--- src/rtl/sync_fifo_pkg.sv ---
// Shared definitions for sync_fifo: read-mode selectors and an elaboration-time log2 helper.
package sync_fifo_pkg;

    localparam int FIFO_MODE_STD  = 0;
    localparam int FIFO_MODE_FWFT = 1;

    function automatic int clog2(input int value);
        int result;
        result = 0;
        for (int v = value - 1; v > 0; v = v >> 1) begin
            result++;
        end
        return result;
    endfunction

endpackage

--- src/rtl/sync_fifo_mem.sv ---
// Storage array for sync_fifo: synchronous write port, asynchronous read port, no reset.
module sfifo_mem #(
    parameter int D_SIZE  = 16,
    parameter int F_DEPTH = 8,
    parameter int A_SIZE  = 3
) (
    input  logic              clk,
    input  logic              we,
    input  logic [A_SIZE-1:0] waddr,
    input  logic [D_SIZE-1:0] wdata,
    input  logic [A_SIZE-1:0] raddr,
    output logic [D_SIZE-1:0] rdata
);

    logic [D_SIZE-1:0] mem [F_DEPTH];

    always_ff @(posedge clk) begin
        if (we) begin
            mem[waddr] <= wdata;
        end
    end

    assign rdata = mem[raddr];

endmodule

--- src/rtl/sync_fifo.sv ---
// Single-clock FIFO with occupancy count, programmable thresholds, flush, error pulses and
// selectable standard or first-word-fall-through read mode.
module sync_fifo
    import sync_fifo_pkg::*;
#(
    parameter int D_SIZE   = 16,
    parameter int F_DEPTH  = 8,
    parameter int P_SIZE   = 4,
    parameter int AF_LEVEL = 6,
    parameter int AE_LEVEL = 1,
    parameter int FWFT     = 0
) (
    input  logic              CLK,
    input  logic              RST,
    input  logic              i_flush,
    input  logic              i_w_inc,
    input  logic [D_SIZE-1:0] i_w_data,
    input  logic              i_r_inc,
    output logic [D_SIZE-1:0] o_r_data,
    output logic              o_r_valid,
    output logic              o_full,
    output logic              o_empty,
    output logic              o_almost_full,
    output logic              o_almost_empty,
    output logic [P_SIZE-1:0] o_level,
    output logic              o_overflow,
    output logic              o_underflow
);

    localparam int A_SIZE = P_SIZE - 1;

    if (P_SIZE != clog2(F_DEPTH) + 1) begin : g_bad_p_size
        $error("sync_fifo: P_SIZE must equal clog2(F_DEPTH)+1");
    end
    if (F_DEPTH < 2 || (F_DEPTH & (F_DEPTH - 1)) != 0) begin : g_bad_depth
        $error("sync_fifo: F_DEPTH must be a power of 2 and at least 2");
    end
    if (AF_LEVEL < 1 || AF_LEVEL > F_DEPTH) begin : g_bad_af_level
        $error("sync_fifo: AF_LEVEL out of range 1..F_DEPTH");
    end
    if (AE_LEVEL < 0 || AE_LEVEL > F_DEPTH - 1) begin : g_bad_ae_level
        $error("sync_fifo: AE_LEVEL out of range 0..F_DEPTH-1");
    end

    logic [P_SIZE-1:0] wr_ptr_q, rd_ptr_q, level_q, level_d;
    logic              full_q, empty_q, afull_q, aempty_q, ovf_q, unf_q;
    logic              w_acc, r_acc;
    logic [D_SIZE-1:0] mem_rdata;

    // Accept decisions look only at registered flags, never at the other request.
    assign w_acc = i_w_inc && !full_q && !i_flush;
    assign r_acc = i_r_inc && !empty_q && !i_flush;

    always_comb begin
        level_d = level_q;
        if (i_flush) begin
            level_d = '0;
        end else if (w_acc && !r_acc) begin
            level_d = level_q + P_SIZE'(1);
        end else if (r_acc && !w_acc) begin
            level_d = level_q - P_SIZE'(1);
        end
    end

    always_ff @(posedge CLK or posedge RST) begin
        if (RST) begin
            wr_ptr_q <= '0;
            rd_ptr_q <= '0;
            level_q  <= '0;
            full_q   <= 1'b0;
            empty_q  <= 1'b1;
            afull_q  <= 1'b0;
            aempty_q <= 1'b1;
            ovf_q    <= 1'b0;
            unf_q    <= 1'b0;
        end else begin
            if (i_flush) begin
                wr_ptr_q <= '0;
                rd_ptr_q <= '0;
            end else begin
                if (w_acc) wr_ptr_q <= wr_ptr_q + P_SIZE'(1);
                if (r_acc) rd_ptr_q <= rd_ptr_q + P_SIZE'(1);
            end
            level_q  <= level_d;
            full_q   <= (level_d == P_SIZE'(F_DEPTH));
            empty_q  <= (level_d == '0);
            afull_q  <= (level_d >= P_SIZE'(AF_LEVEL));
            aempty_q <= (level_d <= P_SIZE'(AE_LEVEL));
            ovf_q    <= i_w_inc && full_q && !i_flush;
            unf_q    <= i_r_inc && empty_q && !i_flush;
        end
    end

    sfifo_mem #(
        .D_SIZE  (D_SIZE),
        .F_DEPTH (F_DEPTH),
        .A_SIZE  (A_SIZE)
    ) u_mem (
        .clk   (CLK),
        .we    (w_acc),
        .waddr (wr_ptr_q[A_SIZE-1:0]),
        .wdata (i_w_data),
        .raddr (rd_ptr_q[A_SIZE-1:0]),
        .rdata (mem_rdata)
    );

    if (FWFT == FIFO_MODE_FWFT) begin : g_fwft
        // Gated while empty so the unreset array never leaks onto the output.
        assign o_r_data  = empty_q ? '0 : mem_rdata;
        assign o_r_valid = !empty_q;
    end else begin : g_std
        logic [D_SIZE-1:0] r_data_q;
        logic              r_valid_q;

        always_ff @(posedge CLK or posedge RST) begin
            if (RST) begin
                r_data_q  <= '0;
                r_valid_q <= 1'b0;
            end else begin
                r_valid_q <= r_acc;
                if (r_acc) r_data_q <= mem_rdata;
            end
        end

        assign o_r_data  = r_data_q;
        assign o_r_valid = r_valid_q;
    end

    assign o_full         = full_q;
    assign o_empty        = empty_q;
    assign o_almost_full  = afull_q;
    assign o_almost_empty = aempty_q;
    assign o_level        = level_q;
    assign o_overflow     = ovf_q;
    assign o_underflow    = unf_q;

endmodule

--- config.mk ---
export PLATFORM = sky130hd
export DESIGN_NAME = sync_fifo
export DESIGN_NICKNAME = d
export VERILOG_FILES = /design/src/rtl/sync_fifo_pkg.sv /design/src/rtl/sync_fifo_mem.sv /design/src/rtl/sync_fifo.sv
export SDC_FILE = /design/constraint.sdc
export NUM_CORES = 1
export LEC_CHECK = 0
export BUFFER_PORTS_ARGS = -buffer_cell sky130_fd_sc_hd__buf_2
export CAP_MARGIN = 40
export CORE_UTILIZATION = 25
export CTS_CLUSTER_SIZE = 25
export DETAILED_ROUTE_END_ITERATION = 12
export GPL_TIMING_DRIVEN = 0
export PLACE_DENSITY = 0.4
export SLEW_MARGIN = 20
export SYNTH_ARGS = -nofsm -noshare
export SYNTH_HDL_FRONTEND = slang
export SYNTH_SLANG_ARGS = --single-unit
--- constraint.sdc ---
create_clock -name CLK -period 2.7 [get_ports CLK]
set_input_delay 0.27 -clock CLK [delete_from_list [all_inputs] [get_ports CLK]]
set_output_delay 0.27 -clock CLK [all_outputs]
set_load 0.05 [all_outputs]
==> results of run 1 <==
-- final cells by class --
cell class	instances	share of cell area
clock inverter	14	0.0199
timing repair buffer	57	0.0482
tap	324	0.0527
clock buffer	18	0.0558
multi-input combinational	147	0.201
buffer	16	0.0132
inverter	4	0.00195
sequential	161	0.608
-- synthesized netlist by cell type --
library cell  count  area, um^2
a21boi_1          1        7.51
a21o_1            1        7.51
a21oi_1          18        90.1
a22oi_2           1        12.5
and2b_1           1        7.51
and3b_4           1        12.5
buf_2             6        30.0
buf_4             1        7.51
buf_6             4        45.0
clkbuf_1          5        18.8
dfrtp_1          31         776
dfstp_2           2        52.6
edfxtp_1        128        3840
ha_1              4        50.1
inv_1             4        15.0
mux2_1            1        11.3
mux2i_1          17         170
mux4_2           32         721
nand2_1          10        37.5
nand2b_1          2        12.5
nand2b_2          1        8.76
nand2b_4          1        13.8
nand3_1           2        10.0
nand3_2           1        10.0
nor2_1           33         124
nor2b_4           1        13.8
nor3_1            3        15.0
nor3_2            3        30.0
nor3_4            2        32.5
nor3b_2           1        12.5
o21a_1            1        7.51
o31ai_2           1        12.5
or3_1             1        6.26
or3_4             1        11.3
xnor2_1           4        35.0
xor2_1            2        17.5
-- path summary, 6_finish.rpt --
kind	startpoint	end	slack, ns	depth (start not counted)
worst max-delay path	o_full	u_mem.mem[1][6]	0.42	6
worst min-delay path	i_w_inc	o_overflow	0.1	3
worst max register to register	o_full	u_mem.mem[1][6]	0.42	6
worst min register to register	o_empty	o_underflow	0.51	2
max in group asynchronous	RST	o_r_data[15]	1.96	4
min in group asynchronous	RST	o_overflow	0.31	3
-- per-stage QoR --
step                      hold WS (ns)  setup TNS [ns]  utilization  worst slack [ns]
after floorplan                  0.345               0            -            0.0248
after global placement           0.506          -40.52        0.283             -1.19
after detailed placement         0.211               0        0.290             0.387
after CTS                       0.0852               0        0.314             0.351
after global routing            0.0992               0        0.314             0.216
final                           0.0950               0        0.314             0.421
-- cells by family after synthesis --
logic type	after synthesis
flip-flops	161
AND/OR/NAND/NOR	64
multiplexers	50
AO/OA/AOI/OAI	23
buffers and inverters	20
XOR/XNOR	6
adder cells (fa/ha/maj)	4
-- per-layer routing --
layer  routed length, um  share of wire  vias up
met4                 204          0.015        2
met5                  13        0.00094        -
li1                    -              -     1437
met1                6680           0.48     1640
met3                 469          0.034       14
met2                6450           0.47       65
-- cells in the final DEF (no fill, tap or decap), drive strengths merged, types with 2 or more instances in the layout --
| cell | count |
|---|---|
| dfstp | 2 |
| mux2i | 17 |
| edfxtp | 128 |
| ha | 4 |
| a21oi | 18 |
| nor2 | 33 |
| nand2 | 10 |
| clkinv | 5 |
| xnor2 | 4 |
| or3 | 2 |
| mux4 | 32 |
| clkinvlp | 2 |
| inv | 9 |
| bufinv | 2 |
| buf | 67 |
| nor3 | 8 |
| nand2b | 4 |
| dfrtp | 31 |
| xor2 | 2 |
| clkbuf | 23 |
| nand3 | 3 |
-- registers in the layout (all words and copies together), names as in the netlist --
register / flops
o_almost_empty: 1
o_almost_full: 1
o_empty: 1
o_full: 1
o_level: 4
o_overflow: 1
o_r_data: 16
o_r_valid: 1
o_underflow: 1
rd_ptr_q: 3
u_mem.mem: 128
wr_ptr_q: 3
-- repair_timing --
action                    in CTS  in global routing
resized for setup              0                  0
hold endpoints to repair       7                  0
hold buffers                   1                  0
-- power by group through the flow --
stage	Combinational [W]	Clock, W	Sequential [W]
after floorplan	0.000779	0	0.00364
after global placement	0.00177	0	0.00310
after detailed placement	0.00181	0	0.00310
after CTS	0.00182	0.00243	0.00305
after global routing	0.00193	0.00252	0.00308
final	0.00178	0.00237	0.00304
-- worst max-delay path: cells and delay by family, from the launching register on --
kind,cells,cell delay (ns)
AND/OR/NAND/NOR,4,1.18
buffers and inverters,2,0.41
flip-flops,1,0.39
==> results.py, run 1 <==
metrics = {
    "layout": {
        "nets": 429,
        "fill_cells": 2391,
        "multi_input_area_um2": 1540,
        "num_antenna_cells": 0,
        "area_growth_pct": 22.2,
        "fin_cells": 741,
        "drive_gt1_frac": 0.369,
        "layout.area.seq_um2": 4670,
        "post-route-cell-area_um2": 7690,
    },
    "yosys": {
        "synthDistinctLibCells": 36,
        "yosysWarnings": 0,
        "yosys.area_share.adder": 0.00796,
        "ys_seq_elements": 161,
        "synth_mux_area_frac": 0.143,
        "synth_area_um2": 6290,
        "synth_top_family_by_area": "multiplexers",
        "yosys.area_share.simple": 0.0569,
        "ys_seq_area_frac": 0.743,
        "synth-compound-area-share": 0.0219,
        "syn_inst": 328,
        "synth_xor_area_frac": 0.00836,
        "syn_avg_cell_area_um2": 19.2,
        "syn_nets": 353,
    },
    "global_route": {
        "met3_usage": 0.0282,
        "grt_pass1_wl_mm": 21.2,
        "top_usage_layer": "met2",
        "global_route.usage.met2": 0.178,
        "grt_usage": 0.116,
        "grt-ovfl-total": 0,
        "grt_pass1_vias": 3267,
        "grt.met1_usage": 0.158,
        "antenna_found_initial": 1,
        "grt_max_degree": 25,
    },
    "route": {
        "routed-via-count": 3158,
        "drc": 0,
        "viasPerCell": 4.26,
        "drt_wl_total_mm": 13.8,
        "ant_nets": 0,
        "drt_iter0_drc": 160,
        "wl_per_cell_um": 18.6,
        "dr.pass1.iters": 4,
    },
    "sta": {
        "slew_headroom": 0.534,
        "finalCriticalPeriod_ns": 2.28,
        "worst_slew_pin_slew_ns": 0.699,
        "setup_viol": 0,
        "drv_slew": 0,
        "fmax_mhz": 439,
        "rsz0062_at_grt": "false",
        "fin_skew_ns": 0.00870,
        "finalCritPeriodShare": 0.844,
        "finalHoldViolations": 0,
    },
    "clock_network": {
        "tritoncts": "built",
        "cts_setup_buffers": 0,
        "clock_latency_ns": 0.42,
        "clock_path_buffers": 2,
        "cts.clk_slew.worst_paths_ns": 0.06,
        "htree_num_levels": 4,
        "clock_sinks": 161,
        "cts_root_buf": "clkbuf_16",
        "cts_buffers": 17,
    },
    "worst_setup_path": {
        "max_stage_delay_ns": 0.56,
        "end_kind": "flip-flop",
        "critPathLaunchType": "flip-flop",
        "crit_required_ns": 2.83,
        "cp.arrival_ns": 2.41,
        "slowest_stage": "nor3_2",
        "crit_type": "reg -> reg",
        "worstPathCellList": "nand2b_2, nor2_1, nand2_1, nor3_2, buf_6, buf_4",
        "crit_fanout": 6,
    },
    "die": {
        "coreArea_um2": 24500,
        "ios": 48,
        "dieArea_um2": 25800,
        "die_w_um": 161,
        "row_count": 57,
        "start_util": 0.257,
        "die_h_um": 161,
    },
    "placement": {
        "dpl.hpwl_mm": 9.13,
        "dp_cells": 708,
        "place_area_um2": 7100,
        "io_buffers": 47,
        "gp_routability_congestion": 0.704,
    },
    "power": {
        "switching_share": 0.320,
        "ir_worst_vdd_mv": 0.445,
        "power.density_nw_per_um2": 935,
        "p_comb_frac": 0.247,
        "clockPowerShare": 0.329,
        "switchingPower_w": 0.00230,
        "p_leak_nw": 2.61,
        "total_power_w": 0.00719,
        "pwr-share-seq": 0.423,
        "p_int_w": 0.00489,
    },
    "flow_run": {
        "drv_cap": 0,
    },
    "hold_path": {
        "hold_class": "in -> reg",
    },
    "outcome": {
        "status": "completed",
    },
}
Power figures use the tool's default switching activity.
==> run 2, diff against run 1 <==
--- a/config.mk
+++ b/config.mk
@@ -5,6 +5,7 @@
 export SDC_FILE = /design/constraint.sdc
 export NUM_CORES = 1
 export LEC_CHECK = 0
+export ABC_AREA = 1
 export BUFFER_PORTS_ARGS = -buffer_cell sky130_fd_sc_hd__buf_2
 export CAP_MARGIN = 40
 export CORE_UTILIZATION = 25
==> constraint.sdc (replaced) <==
create_clock -name CLK -period 2.3 [get_ports CLK]
set_input_delay 0.23 -clock CLK [delete_from_list [all_inputs] [get_ports CLK]]
set_output_delay 0.23 -clock CLK [all_outputs]
set_load 0.05 [all_outputs]
==> results.py, run 2 <==
metrics = {
    "outcome": {
        "status": "completed",
    },
    "die": {
        "ios": 48,
        "die_w_um": 163,
        "die_h_um": 163,
        "start_util": 0.256,
        "row_count": 58,
        "coreArea_um2": 25300,
        "dieArea_um2": 26600,
    },
    "hold_path": {
        "min_path_cells": 2,
        "hold_end": "o_underflow",
        "hold_class": "in -> reg",
        "min_from": "i_flush",
    },
    "clock_network": {
        "tritoncts": "built",
        "htree_num_levels": 4,
        "clock_path_buffers": 2,
        "cts_setup_buffers": 0,
        "clock_latency_ns": 0.42,
        "cts_buffers": 17,
        "ctsHoldBuffers": 1,
        "ctsResizeCount": 0,
        "cts_root_buf": "clkbuf_16",
        "cts.clk_slew.worst_paths_ns": 0.06,
        "clock_sinks": 161,
    },
    "layout": {
        "nets": 637,
        "fill_cells": 2502,
        "area_growth_pct": 21.3,
        "final_cell_mix": "edfxtp_1, nor2_1, o21ai_0",
        "final_common_cell": "edfxtp_1",
        "largest_register_ffs": 128,
        "drive_gt1_frac": 0.210,
        "largest-register": "u_mem.mem",
        "post-route-cell-area_um2": 7880,
        "final_util": 0.311,
        "fin_cells": 954,
    },
    "yosys": {
        "yosysWarnings": 0,
        "synth_mux_area_frac": 0,
        "ys_seq_elements": 161,
        "ys.flop_type": "edfxtp_1",
        "yosys.area.top_type_share": 0.592,
        "yosys-top-cells-area": "edfxtp_1, dfrtp_1, nor2_1",
        "syn_nets": 562,
        "synth-compound-area-share": 0.0946,
        "ys_seq_area_frac": 0.719,
        "synth_xor_area_frac": 0.00270,
        "syn_avg_cell_area_um2": 12.1,
        "synth.most_common_cell": "edfxtp_1",
        "synthDistinctLibCells": 29,
        "synth_area_um2": 6490,
        "yosys.area_share.adder": 0.00771,
        "syn_inst": 537,
        "synth_top_family_by_area": "simple AND/OR/NAND/NOR gates",
        "netlist_top_cells_count": "edfxtp_1, nor2_1, o21ai_0",
        "yosys.area_share.simple": 0.140,
        "synth-edff-count": 128,
        "yosys.area.top_type": "edfxtp_1",
        "async_flop_share": 0.205,
    },
    "sta": {
        "setup_viol": 0,
        "drv_slew": 0,
        "fmax_mhz": 482,
        "rsz0062_at_grt": "false",
        "finalHoldViolations": 0,
        "worst_slew_pin_slew_ns": 0.681,
        "finalCriticalPeriod_ns": 2.08,
        "slew_headroom": 0.546,
        "fin_ws_ns": 0.223,
        "tns_ns": 0,
        "fin_skew_ns": 0.00968,
        "finalCritPeriodShare": 0.903,
    },
    "worst_setup_path": {
        "crit_type": "reg -> reg",
        "end_kind": "flip-flop",
        "r2r-start": "o_full",
        "cp.arrival_ns": 2.21,
        "timing.rr.end": "u_mem.mem[3][1]",
        "ff2ff_path_depth": 6,
        "crit_fanout": 9,
        "rrSetupSlack_ns": 0.22,
        "crit_required_ns": 2.43,
        "critPathLaunchType": "flip-flop",
    },
    "route": {
        "drt_wl_total_mm": 17.2,
        "ant_nets": 0,
        "drc": 0,
        "wl_per_cell_um": 18.0,
        "dr.pass1.iters": 5,
        "viasPerCell": 4.44,
        "routed-via-count": 4239,
        "drt_iter0_drc": 468,
    },
    "placement": {
        "io_buffers": 47,
        "dpl.hpwl_mm": 11.5,
        "gp_routability_congestion": 0.763,
        "place_area_um2": 7270,
        "post-place-ws_ns": 0.0964,
        "dp_cells": 921,
    },
    "global_route": {
        "grt-ovfl-total": 0,
        "grt_pass1_vias": 4148,
        "antenna_found_initial": 1,
        "grt_usage": 0.136,
        "grt_max_degree": 34,
        "grt_pass1_wl_mm": 25.8,
    },
    "power": {
        "p_leak_nw": 2.94,
        "ir_worst_vdd_mv": 0.484,
        "power.density_nw_per_um2": 1050,
    },
    "flow_run": {
        "drv_cap": 0,
    },
}
==> run 2: cell types whose count changed after synthesis, moves of 8 or more <==
cell / previous run / this run
buf_2: 6 / 14
nand3_1: 2 / 22
nor2_1: 33 / 107
nand2_1: 10 / 67
mux2i_1: 17 / 0
o21ai_0: 0 / 69
o211ai_1: 0 / 32
inv_1: 4 / 17
mux4_2: 32 / 0
a21oi_1: 18 / 3
==> run 2: layout make-up <==
type                       count  area (um^2)  share of cell area
sequential                   161         4670               0.593
multi-input combinational    325         1620               0.206
clock buffer                  18          429              0.0545
tap                          330          413              0.0524
timing repair buffer          56          363              0.0461
buffer                        29          146              0.0186
clock inverter                12          144              0.0183
inverter                      22         82.6              0.0105
antenna                        1         2.50            0.000318
==> run 2: kinds of logic (layout without fill, tap and decap cells) <==
group           after synthesis  in the layout
compound gates              106            106
simple gates                213            213
xor+xnor                      2              2
flops                       161            161
other cells                   0              1
buf+inv                      51            137
fa+ha+maj                     4              4
==> run 2: worst max path at each step <==
stage	startpoint	to
2_1_floorplan	o_full	u_mem.mem[0][0]
4_1_cts	o_full	u_mem.mem[1][9]
6_report	o_full	u_mem.mem[3][1]
5_1_grt	o_full	u_mem.mem[1][9]
3_3_place_gp	i_flush	u_mem.mem[7][0]
3_5_place_dp	i_flush	u_mem.mem[1][1]
==> run 2: report_power, final <==
part	switching, W	internal, W	leakage [nW]	total (W)
registers	0.000135	0.00339	1.58	0.00353
logic	0.00149	0.000466	1.09	0.00196
clock network	0.00112	0.00168	0.273	0.00280
==> run 2: stage by stage <==
stage	power (W)	hold WS (ns)
5_1_grt	0.00864	0.0619
6_report	0.00828	0.0683
4_1_cts	0.00837	0.0512
2_1_floorplan	0.00493	0.296
3_5_place_dp	0.00556	0.412
3_3_place_gp	0.00553	0.471
==> run 2: worst max-delay path, stage by stage, from the launching register on <==
cell and delay (ns):
dfrtp_1 0.43, inv_1 0.13, nand3_4 0.12, inv_1 0.11, nand2_1 0.20, nor2_2 0.56, buf_8 0.23
==> run 2: layer usage <==
layer / wire, um / GRT usage / vias to the layer above
li1: - / - / 2036
met1: 8090 / 0.181 / 2098
met2: 8220 / 0.215 / 89
met3: 613 / 0.0295 / 16
met4: 252 / 0.0510 / 0
met5: 0 / 0 / -
